File: config.mk
export PLATFORM = sky130hd
export DESIGN_NAME = serial_mul_rr_scheduler
export DESIGN_NICKNAME = d
export VERILOG_FILES = /design/src/rtl/serial_mul_rr_scheduler.sv
export SDC_FILE = /design/constraint.sdc
export NUM_CORES = 1
export LEC_CHECK = 0
export ABC_CLOCK_PERIOD_IN_PS = 2300
export BUFFER_PORTS_ARGS = -buffer_cell sky130_fd_sc_hd__buf_2
export CORE_MARGIN = 4
export CORE_UTILIZATION = 25
export DETAILED_ROUTE_END_ITERATION = 16
export PLACE_DENSITY = 0.54
export SLEW_MARGIN = 20
export SYNTH_ARGS = -nofsm -noshare
export SYNTH_HDL_FRONTEND = slang
export SYNTH_SLANG_ARGS = --single-unit
File: constraint.sdc
create_clock -name PCLK -period 2.3 [get_ports PCLK]
set_clock_uncertainty 0.05 [all_clocks]
set_input_delay 0.46 -clock PCLK [delete_from_list [all_inputs] [get_ports PCLK]]
set_output_delay 0.46 -clock PCLK [all_outputs]
set_load 0.05 [all_outputs]
File: src/rtl/serial_mul_rr_scheduler.sv
// -----------------------------------------------------------------------------
// serial_mul_rr_scheduler
//
// Shares a single serial multiplier between N_REQ requesters using round-robin
// arbitration. The winner's operands are latched, START is pulsed for one cycle,
// and the scheduler waits for the multiplier's valid_out. The product is then
// returned on result_o, together with a one-cycle done_o pulse on the winner's lane.
//
// Transaction sequence: IDLE -> LAUNCH -> WAIT -> DONE -> IDLE
//
// Optional feature macro: SERIAL_MUL_TIMEOUT_EN
//   When this macro is defined, a watchdog counts the cycles spent in WAIT.
//   After TIMEOUT_CYCLES cycles with no valid_out, the transaction is closed
//   with result_o = 0 and err_o = 1. Both signals coincide with done_o.
//   When it is undefined, WAIT can last indefinitely and err_o is tied to 0.
//
// Ports
//   PCLK       clock, rising edge
//   PRESETn    asynchronous active-low reset
//   req_i      per-requester request, held until that requester sees done_o
//   op_a_i     packed operand A, requester k at [k*OP_A_WIDTH +: OP_A_WIDTH]
//   op_b_i     packed operand B, same packing
//   gnt_o      one-hot grant, high from LAUNCH through DONE
//   done_o     one-cycle completion pulse on the granted requester's bit
//   result_o   last product, held until the next DONE
//   busy_o     high whenever the FSM is not IDLE
//   err_o      watchdog timeout pulse (0 without SERIAL_MUL_TIMEOUT_EN)
//   IN_A/IN_B  latched operands driven to the multiplier
//   START      one-cycle start pulse to the multiplier
//   OUT        multiplier product
//   valid_out  multiplier result valid
// -----------------------------------------------------------------------------
module serial_mul_rr_scheduler #(
    parameter  int N_REQ          = 4,
    parameter  int OP_A_WIDTH     = 16,
    parameter  int OP_B_WIDTH     = 16,
    parameter  int TIMEOUT_CYCLES = 64,
    localparam int OUT_WIDTH      = OP_A_WIDTH + OP_B_WIDTH
) (
    input  logic                          PCLK,
    input  logic                          PRESETn,
    input  logic [N_REQ-1:0]              req_i,
    input  logic [N_REQ*OP_A_WIDTH-1:0]   op_a_i,
    input  logic [N_REQ*OP_B_WIDTH-1:0]   op_b_i,
    output logic [N_REQ-1:0]              gnt_o,
    output logic [N_REQ-1:0]              done_o,
    output logic [OUT_WIDTH-1:0]          result_o,
    output logic                          busy_o,
    output logic                          err_o,
    output logic [OP_A_WIDTH-1:0]         IN_A,
    output logic [OP_B_WIDTH-1:0]         IN_B,
    output logic                          START,
    input  logic [OUT_WIDTH-1:0]          OUT,
    input  logic                          valid_out
);

    localparam int IDX_W = (N_REQ > 1) ? $clog2(N_REQ) : 1;

    typedef enum logic [1:0] {
        S_IDLE   = 2'd0,
        S_LAUNCH = 2'd1,
        S_WAIT   = 2'd2,
        S_DONE   = 2'd3
    } state_t;

    state_t                 state_q;
    logic [IDX_W-1:0]       ptr_q;
    logic [N_REQ-1:0]       gnt_q;
    logic [N_REQ-1:0]       done_q;
    logic [OUT_WIDTH-1:0]   result_q;
    logic [OP_A_WIDTH-1:0]  a_q;
    logic [OP_B_WIDTH-1:0]  b_q;
    logic                   start_q;
    logic                   busy_q;
    // Low during the first WAIT cycle. valid_out may still show the previous
    // result there if the multiplier has not yet reacted to START.
    logic                   armed_q;

    // Operands unpacked per requester
    logic [OP_A_WIDTH-1:0]  op_a_arr [N_REQ];
    logic [OP_B_WIDTH-1:0]  op_b_arr [N_REQ];

    generate
        for (genvar gi = 0; gi < N_REQ; gi++) begin : g_unpack
            assign op_a_arr[gi] = op_a_i[gi*OP_A_WIDTH +: OP_A_WIDTH];
            assign op_b_arr[gi] = op_b_i[gi*OP_B_WIDTH +: OP_B_WIDTH];
        end
    endgenerate

    // Round-robin pick: the first set request found searching upward from ptr+1.
    // The loop scans from the farthest candidate to the nearest one.
    // The nearest set bit is therefore the last assignment, and it wins.
    logic                   win_valid_d;
    logic [IDX_W-1:0]       win_idx_d;
    logic [N_REQ-1:0]       win_onehot_d;

    always_comb begin
        logic [IDX_W-1:0] cand;
        win_valid_d  = 1'b0;
        win_idx_d    = '0;
        win_onehot_d = '0;
        cand         = '0;
        for (int i = N_REQ; i >= 1; i--) begin
            cand = IDX_W'((int'(ptr_q) + i) % N_REQ);
            if (req_i[cand]) begin
                win_valid_d = 1'b1;
                win_idx_d   = cand;
            end
        end
        win_onehot_d[win_idx_d] = 1'b1;
    end

`ifdef SERIAL_MUL_TIMEOUT_EN
    localparam int CNT_W = $clog2(TIMEOUT_CYCLES + 1);
    logic [CNT_W-1:0] wait_cnt_q;
    logic             err_q;
    assign err_o = err_q;
`else
    // The watchdog is not built in this configuration.
    // The empty block below only keeps TIMEOUT_CYCLES referenced, with its legal range noted.
    generate
        if (TIMEOUT_CYCLES < 1) begin : g_timeout_out_of_range
        end
    endgenerate
    assign err_o = 1'b0;
`endif

    always_ff @(posedge PCLK or negedge PRESETn) begin
        if (!PRESETn) begin
            state_q    <= S_IDLE;
            ptr_q      <= IDX_W'(N_REQ - 1);
            gnt_q      <= '0;
            done_q     <= '0;
            result_q   <= '0;
            a_q        <= '0;
            b_q        <= '0;
            start_q    <= 1'b0;
            busy_q     <= 1'b0;
            armed_q    <= 1'b0;
`ifdef SERIAL_MUL_TIMEOUT_EN
            wait_cnt_q <= '0;
            err_q      <= 1'b0;
`endif
        end else begin
            case (state_q)
                S_IDLE: begin
                    if (win_valid_d) begin
                        a_q     <= op_a_arr[win_idx_d];
                        b_q     <= op_b_arr[win_idx_d];
                        gnt_q   <= win_onehot_d;
                        ptr_q   <= win_idx_d;
                        start_q <= 1'b1;
                        busy_q  <= 1'b1;
                        state_q <= S_LAUNCH;
                    end
                end
                S_LAUNCH: begin
                    start_q    <= 1'b0;
                    armed_q    <= 1'b0;
`ifdef SERIAL_MUL_TIMEOUT_EN
                    wait_cnt_q <= '0;
`endif
                    state_q    <= S_WAIT;
                end
                S_WAIT: begin
                    armed_q    <= 1'b1;
`ifdef SERIAL_MUL_TIMEOUT_EN
                    wait_cnt_q <= wait_cnt_q + 1'b1;
`endif
                    if (armed_q && valid_out) begin
                        result_q <= OUT;
                        done_q   <= gnt_q;
                        state_q  <= S_DONE;
                    end
`ifdef SERIAL_MUL_TIMEOUT_EN
                    // The last permitted WAIT cycle has ended without a result.
                    else if (wait_cnt_q == CNT_W'(TIMEOUT_CYCLES - 1)) begin
                        result_q <= '0;
                        done_q   <= gnt_q;
                        err_q    <= 1'b1;
                        state_q  <= S_DONE;
                    end
`endif
                end
                S_DONE: begin
                    done_q  <= '0;
                    gnt_q   <= '0;
                    busy_q  <= 1'b0;
`ifdef SERIAL_MUL_TIMEOUT_EN
                    err_q   <= 1'b0;
`endif
                    state_q <= S_IDLE;
                end
                default: state_q <= S_IDLE;
            endcase
        end
    end

    assign gnt_o    = gnt_q;
    assign done_o   = done_q;
    assign result_o = result_q;
    assign busy_o   = busy_q;
    assign IN_A     = a_q;
    assign IN_B     = b_q;
    assign START    = start_q;

endmodule

Yosys cells after proc, flatten, opt, wreduce, memory -nomap -nowiden --
Index checks and enable logic that the tools add are counted.
Storage, ports and cells: input bits 167, register bits after elaboration 79, word-level logic and storage cells 75
Operators by class: order comparisons 7, reductions and logical operators 13, mux-type cells 35, bitwise operators 1, equality and inequality tests 5, add/subtract/negate cells 4
Operators by type and width (number):
- $bmux W16 S2 | 2
- $mux W16 | 4
- $pmux W4 S2 | 2
- $lt A2 B3 Y1 const B | 5
- $mux W2 | 6
- $reduce_and A2 Y1 | 6
- $mux W1 | 10
- $bmux W1 S2 | 4
- $mux W4 | 2
- $pmux W2 S4 | 1
- $reduce_bool A2 Y1 | 4
- $pmux W1 S2 | 3
- $add A2 B1 Y2 const B | 2
- $add A2 B2 Y2 const B | 2
- $eq A2 B2 Y1 const B | 2
- $ne A2 B2 Y1 const B | 2
- $ge A3 B3 Y1 const B | 1
- $not A2 Y3 | 1
- $demux W1 S2 | 1
- $eq A2 B1 Y1 const B | 1
- $ge A2 B1 Y1 const B | 1
- $logic_and A1 B1 Y1 | 2
- $logic_not A2 Y1 | 1

Longest topological paths before layout --
Gate-level depths: netlist of the first run.
depth after elaboration 13, mapped depth 8, mapped depth without buffers 6

Worst setup path after synthesis of the first run --
Ideal clock, no wire load.
path kind flip-flop to flip-flop, start point reg state_q[0], end point reg b_q[0] (netlist: IN_B[0]), stages on the path, launching flop included 9, required time 2115 ps, path slack 280 ps, library setup time 135 ps, data arrival time 1836 ps, period minus slack after synthesis 2020 ps, cell sequence dfrtp_1 -> inv_1 -> ha_1 -> clkbuf_1 -> a21boi_2 -> nand3_1 -> buf_2 -> a211oi_1 -> a211oi_1
Between the ends: word-level cells in the longest chain between the ends 2
RTL lines:
- start: declaration | line 66 | state_t state_q;
- start signal: assignment | line 130 | state_q <= S_IDLE;
- start signal: assignment | line 154 | state_q <= S_LAUNCH;
- start signal: assignment | line 163 | state_q <= S_WAIT;
- $logic_not A2 Y1 | line 145 | case (state_q)
- $reduce_and A2 Y1 (no source line)
- end signal: assignment | line 149 | b_q <= op_b_arr[win_idx_d];
- end: declaration | line 72 | logic [OP_B_WIDTH-1:0] b_q;
Every way passes these cells. A chain may end at the register's enable or synchronous reset.

Worst setup path after layout of the first run --
start point reg ptr_q[1], end point reg a_q[8] (netlist: IN_A[8])
Between the ends: word-level cells in the longest chain between the ends 11, elaborated cells on any way between the ends 25, classes of those cells 4 x add/sub; 19 x mux; 1 x bitwise; 1 x reduce/logical
RTL lines:
- start: declaration | line 67 | logic [IDX_W-1:0] ptr_q;
- start signal: assignment | line 131 | ptr_q <= IDX_W'(N_REQ - 1);
- start signal: assignment | line 151 | ptr_q <= win_idx_d;
- $add A2 B1 Y2 | line 104 | cand = IDX_W'((int'(ptr_q) + i) % N_REQ);
- $bmux W1 S2 | line 105 | if (req_i[cand]) begin
- $mux W1 (implied by the code) | line 105
- $mux W2 (4 in a row) | line 105
- $not A2 Y3 (implied by the code) | line 148 | a_q <= op_a_arr[win_idx_d];
- $bmux W16 S2 | line 148
- $mux W16 (implied by the code) (2 in a row) | line 148
- end signal: assignment | line 148
- end: declaration | line 71 | logic [OP_A_WIDTH-1:0] a_q;
Several ways; a longest one is shown, not always the timed one. The select of a mux whose other input is x is not followed.

==> summary.md, run 1 <==
| Metric | Value |
|---|---|
| Reg clk slew, reported paths | `0.06 ns` |
| Delay-heaviest family, CP | `flip-flops` |
| Slowest cell delay on critical path | `0.68 ns` |
| RSZ-0062 raised after global routing | `no` |
| Main synth FF type | `dfrtp_1` |
| Num rows | `48` |
| Crit path cell chain | `mux2i_1 > o22ai_2 > a21oi_4 > buf_12 > mux2i_1 > a211oi_1` |
| Final wirelength | `between 10,000 and 15,000 µm` |
| Largest net degree at the start of global routing | `80` |
| Initial antenna violation count | `0` |
| Fmax | `476 MHz` |
| Die W | `140 µm` |
| Synth-to-Final Area Change | `42.4%` |
| Share of the synthesized area in the top cell type | `0.441` |
| Sw Ratio | `0.507` |
| Peak VDD IR | `approximately 0.0008 V` |
| Initial core utilization | `0.253` |
| Syn Nets | `602` |
| Number of synthesized flops with an enable pin | `0` |
| Setup crit end kind | `register` |
| R2r setup slk | `0.20 ns` |
| Pre-antenna DRT Iters | `4` |
| Gr ovfl total | `0` |
| CP Max Fanout | `34` |
| Mapped Avg Cell Area | `slightly above 10 µm²` |
| WL per Instance | `16.0 µm` |
| Leak | `0.00307 µW` |
| CTS Buf Count | `9` |
| Pwr dens | `between 1500 and 2000 nW/µm²` |
| Clk pwr share | `0.167` |
| Max-slew violations | `0` |
| Post-DR vias/cell | `roughly 4.6` |
| Die Area | `19,700 µm²` |
| DPL Wire Length | `10,600 µm` |
| Worst skew pair latency | `0.34 ns` |
| GP Congestion | `about 0.78` |
| Post-CTS Hold Buffers | `0` |
| I/O pin total | `242` |
| Ys async rst share | `1.00` |
| DRT iter0 DRCs | `163` |
| Worst r2r path cells | `6` |
| Port bufs | `240` |
| Type of origin of the critical path | `register` |
| Crit path buf inv count | `1` |
| Synth area leader | `dfrtp_1` |
| Tot GR Track Use | `0.142` |
| CP Data Arrival Time | `2.26 ns` |
| Ys Warns | `0` |
| ANT cells | `0` |
| Setup Viol. Count Final | `0` |
| Final Hold Vio Count | `0` |
| Mapped Cells | `430` |
| P_int | `around 4700 µW` |
| FILL cells | `approximately 1,800` |
| Post-synthesis sequential area ratio | `0.453` |
| Count leader, synth | `a211oi_1` |
| Netlist Area Pre-Place | `4370 µm²` |
| CP max stage cell | `dfstp_2` |
| Synth cell count leaders | `a211oi_1, dfrtp_1, nor2_1` |
| CTS tree | `built` |
| Status | `finished clean` |
| Antenna-violating nets left | `0` |
| CP most frequent cell | `mux2i_1` |
| Clock Sinks | `79` |
| Drt drc | `0` |
| Core Box Area | `around 17,000 µm²` |
| Net Switching | `roughly 5000 µW` |
| Storage cell area | `1980 µm²` |
| Ranking of synthesized cells by area | `dfrtp_1, a211oi_1, mux2_2, mux2i_1, nor2_1` |
| First-pass GRT wire length | `between 20,000 and 25,000 µm` |
| CTS HTree Levels | `3` |
| Yosys cell types | `39` |
| Critical R2R Launch | `ptr_q[1]$_DFFE_PN1P_` |
| Die extent in y | `140 µm` |
| CTS root buf | `clkbuf_16` |
| Number of global-route vias before repair | `4,161` |
| CTS Buffer Depth | `2` |
| Reg2reg end | `IN_A[8]$_DFFE_PN0P_` |
| Crit path kind | `reg -> reg` |
| Layout cells sized above 1 | `0.470` |
| # Max-Cap Violations | `0` |
| Final net count | `837` |
| Setup bufs post-CTS | `0` |
| Multi-input logic area | `2080 µm²` |
| Critical Path RT | `2.46 ns` |
| Reg power frac | `0.258` |
| Period Utilization, post-route | `0.913` |
| Min Tclk post-route | `2.10 ns` |
| Hold Path Class | `in -> async` |
| Vias after detailed routing | `4,156` |
| Fin util | `0.361` |
| Setup TNS | `0 ns` |
| Yosys reg bits | `79` |
| CTS resizes | `0` |
| Comb power frac | `0.576` |
==> kinds of logic (layout without fill, tap and decap cells) <==
kind of cell             after synthesis  count (layout)  synth area share
AO/OA/AOI/OAI                        138             138             0.230
adder cells (fa/ha/maj)                5               5            0.0143
buffers and inverters                 71             311            0.0722
flip-flops                            79              79             0.453
multiplexers                          66              66             0.161
other                                  1               1          0.000859
AND/OR/NAND/NOR                       70              70            0.0688
==> state kept, by name (all words and copies together) (netlist names), 2 cells and up <==
signal,flops
IN_A,16
IN_B,16
done_o,4
gnt_o,4
ptr_q,2
result_o,32
state_q,2
==> through the flow <==
step | cells | setup slack (ns) | cell area (µm²) | hold WS, ns | power [µW]
2_1_floorplan | 430 | 0.280 | 4370 | 0.114 | 6530
5_1_grt | 895 | 0.0222 | 6220 | 0.136 | 10200
3_3_place_gp | 879 | 0.258 | 5890 | 0.431 | 8040
4_1_cts | 895 | 0.226 | 6220 | 0.109 | 9730
3_5_place_dp | 879 | 0.197 | 5890 | 0.437 | 8090
6_report | 895 | 0.200 | 6220 | 0.104 | 9590
==> cell usage in the layout, fill, tap and decap left out, drive strengths merged, types with 2 or more instances in the layout <==
cell type,Yosys,routed
buf,19,258
a211oi,93,93
dfrtp,77,77
nor2,38,38
inv,36,36
mux2i,33,33
mux2,33,33
o21ai,18,18
nand2,16,16
clkbuf,15,12
nor2b,10,10
a31oi,7,7
a21oi,7,7
ha,5,5
clkinv,1,3
nand2b,2,2
nand3,2,2
a21o,2,2
bufinv,0,2
dfstp,2,2
a21boi,2,2
==> worst max-delay path by stage <==
stage	slack, ns	startpoint	depth (start not counted)	to
after CTS	0.23	ptr_q[1]$_DFFE_PN1P_	6	IN_A[2]$_DFFE_PN0P_
after detailed placement	0.20	req_i[2]	7	IN_B[13]$_DFFE_PN0P_
after global routing	0.02	ptr_q[1]$_DFFE_PN1P_	6	IN_B[15]$_DFFE_PN0P_
final	0.20	ptr_q[1]$_DFFE_PN1P_	6	IN_A[8]$_DFFE_PN0P_
after global placement	0.26	ptr_q[1]$_DFFE_PN1P_	6	IN_A[7]$_DFFE_PN0P_
after floorplan	0.28	state_q[0]$_DFFE_PN0P_	8	IN_B[0]$_DFFE_PN0P_
==> final cells by class <==
type | instances | area share
clock buffer | 12 | 0.0412
clock inverter | 4 | 0.0125
inverter | 37 | 0.0223
multi-input combinational | 280 | 0.335
sequential | 79 | 0.318
tap | 225 | 0.0453
timing repair buffer | 258 | 0.225
==> routing by layer <==
| layer | wire length [µm] | track usage | vias up | share of wire |
|---|---|---|---|---|
| met5 | 0 | 0 | - | 0 |
| met2 | 6710 | 0.240 | 196 | 0.47 |
| met3 | 1190 | 0.0437 | 14 | 0.083 |
| met4 | 231 | 0.0464 | 0 | 0.016 |
| met1 | 6180 | 0.172 | 1912 | 0.43 |
| li1 | - | - | 2034 | - |
==> power by group through the flow <==
stage	Clock [µW]	Combinational, µW	Sequential [µW]
finish	1600	5520	2470
global route	1710	5890	2570
CTS	1660	5590	2480
detailed placement	0	5600	2500
global placement	0	5550	2490
floorplan	0	1940	4600
No activity file was read; power rests on OpenSTA's default activity.
==> run 2: changes to the inputs <==
Settings changed: CORE_UTILIZATION 25 to 35, PLACE_DENSITY 0.54 to 0.7, SLEW_MARGIN 20 to 10.
==> summary.md, run 2 (synthesized netlist as in run 1, its figures left out) <==
| Metric | Value |
|---|---|
| Peak VDD IR | `0.000599 V (-24%)` |
| CP Data Arrival Time | `2.26 ns (about the same)` |
| Largest register FFs | `32 (unchanged)` |
| Initial antenna violation count | `0 (unchanged)` |
| Final net count | `839 (+0.24%)` |
| Max-slew violations | `0 (unchanged)` |
| Die Area | `14,300 µm² (-27%)` |
| Fmax | `480 MHz (+0.70%)` |
| Critical R2R Launch | `ptr_q[1]$_DFFE_PN1P_` |
| RSZ-0062 raised after global routing | `no` |
| Critical Path RT | `2.48 ns (+0.02 ns)` |
| I/O pin total | `242 (unchanged)` |
| Synth-to-Final Area Change | `40.2%` |
| Post-route setup slack | `0.215 ns (+0.0146 ns)` |
| Largest net degree at the start of global routing | `42 (-48%)` |
| Pre-antenna DRT Iters | `4 (unchanged)` |
| CTS HTree Levels | `3 (unchanged)` |
| Vias after detailed routing | `4,261 (+2.5%)` |
| DRT iter0 DRCs | `261 (+60%)` |
| ANT cells | `0 (unchanged)` |
| CTS Buf Count | `9 (unchanged)` |
| Worst r2r path cells | `6 (unchanged)` |
| Core Box Area | `12,100 µm² (-30%)` |
| Crit path kind | `reg -> reg` |
| Tot GR Track Use | `0.194 (+0.0519)` |
| Setup bufs post-CTS | `0 (unchanged)` |
| Post-Layout Inst Area | `6120 µm² (-1.6%)` |
| Most frequent cells in the layout | `buf_2, a211oi_1, dfrtp_1, nor2_1, inv_1` |
| CTS root buf | `clkbuf_16` |
| R2r setup slk | `0.21 ns (about the same)` |
| CTS Buffer Depth | `2 (unchanged)` |
| # Max-Cap Violations | `0 (unchanged)` |
| Setup TNS | `0 ns (unchanged)` |
| CTS tree | `built` |
| Min Tclk post-route | `2.09 ns (-0.0146 ns)` |
| Placed inst area | `5800 µm² (-1.5%)` |
| Status | `finished clean` |
| Initial core utilization | `0.361 (+0.107)` |
| CTS resizes | `0 (unchanged)` |
| First-pass GRT wire length | `22,400 µm (-0.25%)` |
| DP Worst Slack | `0.210 ns (+0.0129 ns)` |
| Setup Viol. Count Final | `0 (unchanged)` |
| Number of global-route vias before repair | `4,590 (+10%)` |
| DPL Wire Length | `10,700 µm (+0.52%)` |
| Relative slew slack | `0.636` |
| CP Max Fanout | `31 (-8.8%)` |
| Final Hold Vio Count | `0 (unchanged)` |
| Die extent in y | `120 µm (-15%)` |
| Antenna-violating nets left | `0 (unchanged)` |
| Setup crit start | `ptr_q[1]$_DFFE_PN1P_` |
| Leak | `0.00305 µW (-0.53%)` |
| Drt drc | `0 (unchanged)` |
| Most common cell after layout, fill and taps aside | `buf_2` |
| Reg clk slew, reported paths | `0.06 ns (about the same)` |
| Type of origin of the critical path | `register` |
| Hold Path Class | `in -> async` |
| Port bufs | `240 (unchanged)` |
| Num rows | `40 (-17%)` |
| WL per Instance | `16.5 µm (+3.2%)` |
| Clock Sinks | `79 (unchanged)` |
| FILL cells | `1,147 (-35%)` |
| Layout cells sized above 1 | `0.472 (+0.00158)` |
| Worst-Margin Slew | `0.546 ns` |
| Gr ovfl total | `0 (unchanged)` |
| Pwr dens | `1550 nW/µm² (+0.74%)` |
| Die W | `120 µm (-15%)` |
| Final wirelength | `13,900 µm (-3.2%)` |
| Period Utilization, post-route | `0.907 (-0.00637)` |
| Post-DR vias/cell | `5.07 (+9.2%)` |
| GP Congestion | `0.839 (+7.6%)` |
| Worst skew pair latency | `0.33 ns (about the same)` |
| Setup crit end kind | `register` |
| Post-CTS Hold Buffers | `0 (unchanged)` |
run 2: power breakdown:
group,internal [µW],switching [µW]
Clock,958,568
Combinational,1620,3880
Sequential,2080,406
Total,4660,4860
run 2: worst paths after layout:
kind | end
setup / recovery | IN_A[8]$_DFFE_PN0P_
setup reg to reg | IN_A[8]$_DFFE_PN0P_
hold reg to reg | result_o[0]$_DFFE_PN0P_
min in group PCLK | result_o[28]$_DFFE_PN0P_
hold / removal | result_o[14]$_DFFE_PN0P_
max in group asynchronous | ptr_q[1]$_DFFE_PN1P_
run 2: critical path: stages (launching register included):
cell and delay [ns]:
dfstp_2 0.60, mux2i_1 0.30, o22ai_4 0.13, buf_4 0.25, a211oi_1 0.28, a211oi_1 0.07
a211oi_1 0.28
run 2: layout make-up:
type | instances | area [µm²] | share of cell area
Clock inverter | 6 | 93.8 | 0.0153
Sequential cell | 79 | 1980 | 0.323
Inverter | 37 | 139 | 0.0227
Timing Repair Buffer | 260 | 1380 | 0.225
Tap cell | 168 | 210 | 0.0343
Clock buffer | 10 | 229 | 0.0374
Multi-Input combinational cell | 280 | 2090 | 0.342
run 2: stage by stage:
stage	std cells	util	power [µW]	hold WS, ns
after floorplan	430	-	6530	0.114
after global placement	824	0.479	7920	0.419
after detailed placement	824	0.479	8050	0.435
after CTS	840	0.505	9620	0.0614
after global routing	840	0.505	10100	0.103
final	840	0.505	9510	0.0563
run 2: per-layer routing:
metal | routed length (µm) | track usage
met5 | 0 | 0
met4 | 233 | 0.0637
met3 | 1130 | 0.0419
met2 | 6860 | 0.343
met1 | 5630 | 0.233
